### src/rtl/fp_exception_unit.sv
// fp_exception_unit
// Pipelined floating-point exception decoder. Both operands are classified
// (NaN / INF / ZERO) for any EXP_W/MAN_W split. Per-cause exception bits are
// decoded for add, sub, mul and div. The result is registered behind a
// valid/ready handshake, and sticky status flags accumulate causes.
//
// Optional build macro FP_EXC_COUNTER_EN adds the CNT_W parameter and an
// EXC_COUNT output. EXC_COUNT is a saturating count of accepted ops whose
// cause is nonzero. STICKY_CLR clears it together with the sticky flags.
module fp_exception_unit #(
    parameter int EXP_W = 4,
    parameter int MAN_W = 3,
`ifdef FP_EXC_COUNTER_EN
    parameter int CNT_W = 8,
`endif
    localparam int W = 1 + EXP_W + MAN_W
) (
    input  logic             CLK,
    input  logic             RST_N,
    input  logic             IN_VALID,
    output logic             IN_READY,
    input  logic [1:0]       FP_OPERATION,
    input  logic [W-1:0]     OP_A,
    input  logic [W-1:0]     OP_B,
    output logic             OUT_VALID,
    input  logic             OUT_READY,
    output logic             OP_IS_EXCEPTION,
    output logic [4:0]       EXC_CAUSE,
    output logic [4:0]       STICKY_FLAGS,
`ifdef FP_EXC_COUNTER_EN
    output logic [CNT_W-1:0] EXC_COUNT,
`endif
    input  logic             STICKY_CLR
);

    typedef enum logic [0:0] {
        ST_EMPTY = 1'b0,
        ST_FULL  = 1'b1
    } state_t;

    // Classification helpers operate on separated exponent/mantissa fields
    function automatic logic is_nan(input logic [EXP_W-1:0] e, input logic [MAN_W-1:0] m);
        return (e == {EXP_W{1'b1}}) && (m != {MAN_W{1'b0}});
    endfunction

    function automatic logic is_inf(input logic [EXP_W-1:0] e, input logic [MAN_W-1:0] m);
        return (e == {EXP_W{1'b1}}) && (m == {MAN_W{1'b0}});
    endfunction

    function automatic logic is_zero(input logic [EXP_W-1:0] e, input logic [MAN_W-1:0] m);
        return (e == {EXP_W{1'b0}}) && (m == {MAN_W{1'b0}});
    endfunction

    logic               a_sign_s, b_sign_s;
    logic [EXP_W-1:0]   a_exp_s, b_exp_s;
    logic [MAN_W-1:0]   a_man_s, b_man_s;
    logic               a_nan_s, a_inf_s, a_zero_s, a_fin_nz_s;
    logic               b_nan_s, b_inf_s, b_zero_s;
    logic [4:0]         cause_s;
    logic               accept_s;
    logic               drain_s;
    state_t             state_r, state_next_s;
    logic [4:0]         cause_r;
    logic               exc_r;
    logic [4:0]         sticky_r;

    assign a_sign_s = OP_A[W-1];
    assign a_exp_s  = OP_A[W-2:MAN_W];
    assign a_man_s  = OP_A[MAN_W-1:0];
    assign b_sign_s = OP_B[W-1];
    assign b_exp_s  = OP_B[W-2:MAN_W];
    assign b_man_s  = OP_B[MAN_W-1:0];

    assign a_nan_s    = is_nan(a_exp_s, a_man_s);
    assign a_inf_s    = is_inf(a_exp_s, a_man_s);
    assign a_zero_s   = is_zero(a_exp_s, a_man_s);
    // Denormals fall into this class: anything that is not NaN, INF or zero
    assign a_fin_nz_s = !a_nan_s && !a_inf_s && !a_zero_s;
    assign b_nan_s    = is_nan(b_exp_s, b_man_s);
    assign b_inf_s    = is_inf(b_exp_s, b_man_s);
    assign b_zero_s   = is_zero(b_exp_s, b_man_s);

    // Cause decode: a NaN input masks every other cause
    always_comb begin
        cause_s = 5'b00000;
        if (a_nan_s || b_nan_s) begin
            cause_s = 5'b00001;
        end else begin
            case (FP_OPERATION)
                2'b00: cause_s[1] = a_inf_s && b_inf_s && (a_sign_s != b_sign_s);
                2'b01: cause_s[1] = a_inf_s && b_inf_s && (a_sign_s == b_sign_s);
                2'b10: cause_s[2] = (a_zero_s && b_inf_s) || (a_inf_s && b_zero_s);
                2'b11: begin
                    cause_s[1] = a_inf_s && b_inf_s;
                    cause_s[3] = a_zero_s && b_zero_s;
                    cause_s[4] = a_fin_nz_s && b_zero_s;
                end
                default: cause_s = 5'b00000;
            endcase
        end
    end

    assign IN_READY = (state_r == ST_EMPTY) || OUT_READY;
    assign accept_s = IN_VALID && IN_READY;
    assign drain_s  = (state_r == ST_FULL) && OUT_READY;

    // Next-state: an accept always fills the stage; a bare drain empties it
    always_comb begin
        state_next_s = state_r;
        case (state_r)
            ST_EMPTY: begin
                if (accept_s) begin
                    state_next_s = ST_FULL;
                end else begin
                    state_next_s = ST_EMPTY;
                end
            end
            ST_FULL: begin
                if (accept_s) begin
                    state_next_s = ST_FULL;
                end else if (drain_s) begin
                    state_next_s = ST_EMPTY;
                end else begin
                    state_next_s = ST_FULL;
                end
            end
            default: state_next_s = ST_EMPTY;
        endcase
    end

    // State register; reset discards any held result
    always_ff @(posedge CLK) begin
        if (!RST_N) begin
            state_r <= ST_EMPTY;
        end else begin
            state_r <= state_next_s;
        end
    end

    // Result register, loaded only on accept and otherwise held
    always_ff @(posedge CLK) begin
        if (!RST_N) begin
            cause_r <= 5'b00000;
            exc_r   <= 1'b0;
        end else if (accept_s) begin
            cause_r <= cause_s;
            exc_r   <= |cause_s;
        end
    end

    // Sticky flags: a clear takes effect before the new cause is merged in
    always_ff @(posedge CLK) begin
        if (!RST_N) begin
            sticky_r <= 5'b00000;
        end else if (STICKY_CLR) begin
            sticky_r <= accept_s ? cause_s : 5'b00000;
        end else if (accept_s) begin
            sticky_r <= sticky_r | cause_s;
        end
    end

`ifdef FP_EXC_COUNTER_EN
    logic [CNT_W-1:0] count_r;

    // Saturating counter of excepting accepts, cleared with the sticky flags
    always_ff @(posedge CLK) begin
        if (!RST_N) begin
            count_r <= {CNT_W{1'b0}};
        end else if (STICKY_CLR) begin
            count_r <= (accept_s && (cause_s != 5'b00000)) ?
                       {{(CNT_W-1){1'b0}}, 1'b1} : {CNT_W{1'b0}};
        end else if (accept_s && (cause_s != 5'b00000) && (count_r != {CNT_W{1'b1}})) begin
            count_r <= count_r + {{(CNT_W-1){1'b0}}, 1'b1};
        end
    end

    assign EXC_COUNT = count_r;
`endif

    assign OUT_VALID       = (state_r == ST_FULL);
    assign EXC_CAUSE       = cause_r;
    assign OP_IS_EXCEPTION = exc_r;
    assign STICKY_FLAGS    = sticky_r;

endmodule

### config.mk
export PLATFORM = sky130hd
export DESIGN_NAME = fp_exception_unit
export DESIGN_NICKNAME = d
export VERILOG_FILES = /design/src/rtl/fp_exception_unit.sv
export SDC_FILE = /design/constraint.sdc
export NUM_CORES = 1
export LEC_CHECK = 0
export ABC_AREA = 0
export CORE_UTILIZATION = 30
export DETAILED_ROUTE_END_ITERATION = 12
export GPL_ROUTABILITY_DRIVEN = 1
export GPL_TIMING_DRIVEN = 0
export HOLD_SLACK_MARGIN = 0.15
export PLACE_DENSITY = 0.67
export SYNTH_ARGS = -nofsm -noshare
export SYNTH_HDL_FRONTEND = slang
export SYNTH_SLANG_ARGS = --single-unit
### constraint.sdc
create_clock -name CLK -period 3.1 [get_ports CLK]
set_input_delay 0.62 -clock CLK [delete_from_list [all_inputs] [get_ports CLK]]
set_output_delay 0.62 -clock CLK [all_outputs]
set_load 0.005 [all_outputs]
Word level (Yosys, flattened, before mapping) --
Cells that the tools add are included.
Operators by class: equality and inequality tests 7, multiplexer cells 11, bitwise logic cells 2, reductions and logical operators 32
Operator list (number):
- $mux 5 | 4
- $logic_and 1x1->1 | 17
- $eq 4x4->1 const B | 2
- $logic_not 4->1 | 2
- $logic_not 3->1 | 2
- $reduce_bool 3->1 | 2
- $or 5x5->5 | 1
- $reduce_or 5->1 | 1
- $eq 2x2->1 const B | 2
- $mux 1 | 4
- $logic_not 1->1 | 3
- $logic_or 1x1->1 | 3
- $pmux 1 s3 | 1
- $eq 2x1->1 const B | 1
- $logic_not 2->1 | 1
- $mux 2 | 1
- $pmux 1 s2 | 1
- $reduce_bool 2->1 | 1
- $eq 1x1->1 | 1
- $ne 1x1->1 | 1
- $not 1->1 | 1
Word-level totals: flip-flop bits (word level) 12, input port bits 23, output and inout bits 13, word-level logic and storage cells 56

Longest topological paths before layout --
depth after elaboration 11, depth in mapped cells 4, mapped depth without buffers 4

Least setup slack after synthesis --
No wires, ideal clock.
kind input to register, start input OP_A[6], end register cause_r[2] (netlist: EXC_CAUSE[2]), library setup time 0.070 ns, data arrival time 1.884 ns, data required time 3.030 ns, slack 1.145 ns, cell stages on the path 4, path buffers 0, cells stage by stage or4_4 o22ai_2 or4b_1 a21boi_1
Between the ends: longest elaborated chain between the ends 6, elaborated cells between the ends (all ways) 11, those cells by class eq/ne (1); mux (2); reduce/logical (8)
Ends and longest elaborated chain:
- start, declared | line 23 | input logic [W-1:0] OP_A,
- $eq 4x4->1 or $logic_not 4->1 (tied branches) | line 43, 47, 51
- $logic_and 1x1->1 (on tied branches) | line 47, 51
- $logic_and 1x1->1 | line 92 | 2'b10: cause_s[2] = (a_zero_s && b_inf_s) || (a_inf_s && b_zero_s);
- $logic_or 1x1->1 | line 92
- $mux 1 | line 89 | case (FP_OPERATION)
- $mux 5 * | line 86 | if (a_nan_s || b_nan_s) begin
- end signal, assigned | line 146 | cause_r <= cause_s;
- end, declared | line 63 | logic [4:0] cause_r;
Mark *: on every way between the ends. The rest lies on a longest branch, timed or not. A chain may end at the register's enable or synchronous reset.

Worst setup path in the final report --
start input OUT_READY, end output IN_READY
Between the ends: longest elaborated chain between the ends 1
Ends and longest elaborated chain:
- start, declared | line 26 | input logic OUT_READY,
- $logic_or 1x1->1 | line 103 | assign IN_READY = (state_r == ST_EMPTY) || OUT_READY;
- end, declared | line 21 | output logic IN_READY,
Every way passes these cells.

==> reports/results.ini <==
[logic_synthesis]
synth-compound-area-share_pct = 23.40
syn_area_per_cell_um2 = 8.887
synth_top_family_by_area = simple AND/OR/NAND/NOR gates
synth_mux_area_share_pct = 0
yosys.area_share.simple_pct = 34.16
synth_seq_area_share_pct = 39.75
ys_warn_count = 0
synth_cells = 68
syn_nets = 91
mappedNetlistArea_um2 = 604.3
synth_xor_area_share_pct = 1.449
synthAdderAreaFrac_pct = 0
synth_seq_cells = 12
synth_cell_types = 29

[timing]
hold_viol = 0
slew_headroom_pct = 63.74
setup-tns-final_ns = 0
setup_viol = 0
worst_pin_slew_ns = 0.5363
fin_crit_sh_pct = 75.58
min_period_ns = 2.343
final.setup.worst_slack_ns = 0.7571
max_freq_mhz = 426.8
rsz0062_at_grt = no
drv_slew = 0
fin_skew_ns = 0.001825

[power]
p_clk_share_pct = 36.8
p_switching_mw = 0.08011
ir_drop_uv = 194.5
power_frac_comb_pct = 17.6
leakage_nw = 0.3463
p_int_mw = 0.2670
seqPwrFrac_pct = 45.6
powerDensity_nw_per_um2 = 339.5
swShare_pct = 23.08

[global_routing]
grt_pass1_vias = 589
antenna_found_initial = 0
grt_max_degree = 11
grt_pass1_wl_um = 2594
grt-ovfl-total = 0
gr-usage-all-layers_pct = 17.33

[drt]
via_per_inst = 4.932
ant_nets = 0
drt-pass1-iter-count = 4
vias = 651
routedWlPerCell_um = 12.27
drtIter0Drc = 5
finalWirelength_um = 1619
drcViolationCount = 0

[clock_tree]
cts_setup_buffers = 0
insertion_delay_ns = 0.28
clockBufferDepth = 2
cts_max_level = 1
postCtsHoldBufs = 0
cts.reportedPaths.clkPinSlew_ns = 0.07
cts_tree = built
cts_resized = 0
root_buffer = clkbuf_4
numCtsBuffers = 3
clkSinkCount = 12

[setup_path]
cp_cell_sequence = clkdlybuf4s50_1 -> nand2b_1 -> clkdlybuf4s50_1
worst_setup_path_end_kind = primary output
cp_slowest_stage_delay_ns = 0.52
cp_max_fo = 4
worst_path_max_delay_cell = clkdlybuf4s50_1
startpoint = OUT_READY
critPathBufInv = 2
reg2reg_from = OUT_VALID
cpMostUsedCell = clkdlybuf4s50_1
crit_type = in2out
crit_arrival_ns = 1.72
start_kind = input port
cp_top_family = buffers and inverters
cp_data_required_time_ns = 2.48

[worst_hold_path]
hold_class = reg2reg
min-delay-start = EXC_CAUSE[2]

[layout]
areaGrowthSynthToFinish_pct = 69.15
post-route-util_pct = 56.74
diodes = 0
drive_gt1_share_pct = 5.607
fin_nets = 131
nFillCells = 182

[die]
die_h_um = 46.88
die_width_um = 46.88
num_rows = 15
core_area_um2 = 1802
dieArea_um2 = 2198
io_pins = 36
start_util_pct = 33.54

[status]
status = completed

[placement]
dp_hpwl_um = 1282
portBuffers = 35
gp_congestion = 0.8233
place_ws_ns = 0.5905

[flow_run]
drv_cap = 0

-- power by group through the flow --
stage | clock [mW] | sequential, mW | combinational [mW]
after global routing | 0.141 | 0.159 | 0.0664
after detailed placement | 0 | 0.162 | 0.0611
after global placement | 0 | 0.162 | 0.0602
after CTS | 0.131 | 0.158 | 0.0614
final | 0.128 | 0.158 | 0.0610
after floorplan | 0 | 0.162 | 0.0169
-- final timing paths --
| path | to | slack (ns) | cells past startpoint |
|---|---|---|---|
| worst max-delay path | IN_READY | 0.76 | 3 |
| worst min-delay path | EXC_CAUSE[2] | 0.46 | 2 |
| worst max register to register | EXC_CAUSE[2] | 1.66 | 4 |
| worst min register to register | EXC_CAUSE[2] | 0.46 | 2 |
-- layout by cell type (no fill, tap or decap), types with 2 or more instances in the layout --
cell type,instances
nor2_1,3
dfxtp_1,12
nand2b_1,2
nor4_1,3
nand4_1,3
a21boi_1,2
nor3_1,4
o21ai_0,3
nand2_1,3
clkbuf_4,3
o21a_1,7
nor2b_1,5
and2_1,4
clkdlybuf4s50_1,35
-- stage by stage --
step	power (mW)	hold slack, ns	std cells	area [um^2]
2_1_floorplan	0.1791	0.4472	68	604.3
3_3_place_gp	0.2222	0.4398	128	985.9
3_5_place_dp	0.2232	0.4502	128	985.9
4_1_cts	0.3510	0.4609	132	1022
5_1_grt	0.3668	0.4942	132	1022
6_report	0.3471	0.4567	132	1022
-- cell usage after synthesis, drive strengths merged --
| master | number | area (um^2) |
|---|---|---|
| o2111a | 1 | 11.26 |
| nand4 | 3 | 18.77 |
| and2 | 4 | 25.02 |
| dfxtp | 12 | 240.2 |
| xnor2 | 1 | 8.760 |
| o21ai | 3 | 15.01 |
| clkbuf | 1 | 3.750 |
| a21boi | 3 | 22.52 |
| o21a | 7 | 52.55 |
| nand2b | 2 | 12.51 |
| o22ai | 2 | 18.77 |
| or4 | 2 | 18.77 |
| nor4 | 3 | 18.77 |
| nand2 | 3 | 11.26 |
| nor3 | 4 | 20.02 |
| or3 | 1 | 6.260 |
| nor2 | 3 | 11.26 |
| or4b | 1 | 10.01 |
| a21oi | 1 | 5.000 |
| a41oi | 1 | 8.760 |
| o211ai | 1 | 7.510 |
| inv | 1 | 3.750 |
| nand3 | 1 | 5.000 |
| nor2b | 5 | 31.28 |
| nor4b | 1 | 8.760 |
| or3b | 1 | 8.760 |
-- flip-flops by register name (all words and copies together) (netlist names) --
register / flops
STICKY_FLAGS: 5
EXC_CAUSE: 5
OUT_VALID: 1
OP_IS_EXCEPTION: 1
-- worst reg2reg max path, delay by kind of cell, from the launching register on --
| family | cells | cell delay [ns] |
|---|---|---|
| AO/OA/AOI/OAI | 1 | 0.16 |
| flip-flops | 1 | 0.32 |
| AND/OR/NAND/NOR | 3 | 0.90 |
-- final cells by class --
type / instances / area (um^2) / share of cell area, %
Buffer: 1 / 3.754 / 0.3672
Multi-Input combinational cell: 54 / 356.6 / 34.88
Timing Repair Buffer: 35 / 350.3 / 34.27
Inverter: 1 / 3.754 / 0.3672
Sequential cell: 12 / 240.2 / 23.50
Tap cell: 25 / 31.28 / 3.060
Clock buffer: 4 / 36.28 / 3.550
-- cell families after synthesis --
logic type / after synthesis
AO/OA/AOI/OAI: 19
XOR/XNOR: 1
buffers and inverters: 2
flip-flops: 12
AND/OR/NAND/NOR: 34
-- per-layer routing --
layer | part of all wire [%] | routed length (um) | vias up | track usage [%]
li1 | - | - | 336 | -
met1 | 47 | 767 | 288 | 22.61
met2 | 45 | 730 | 22 | 26.39
met3 | 6.2 | 101 | 5 | 6.923
met4 | 1.2 | 20 | 0 | 5.143
met5 | 0 | 0 | - | 0
(Power assumes the default switching activity.)
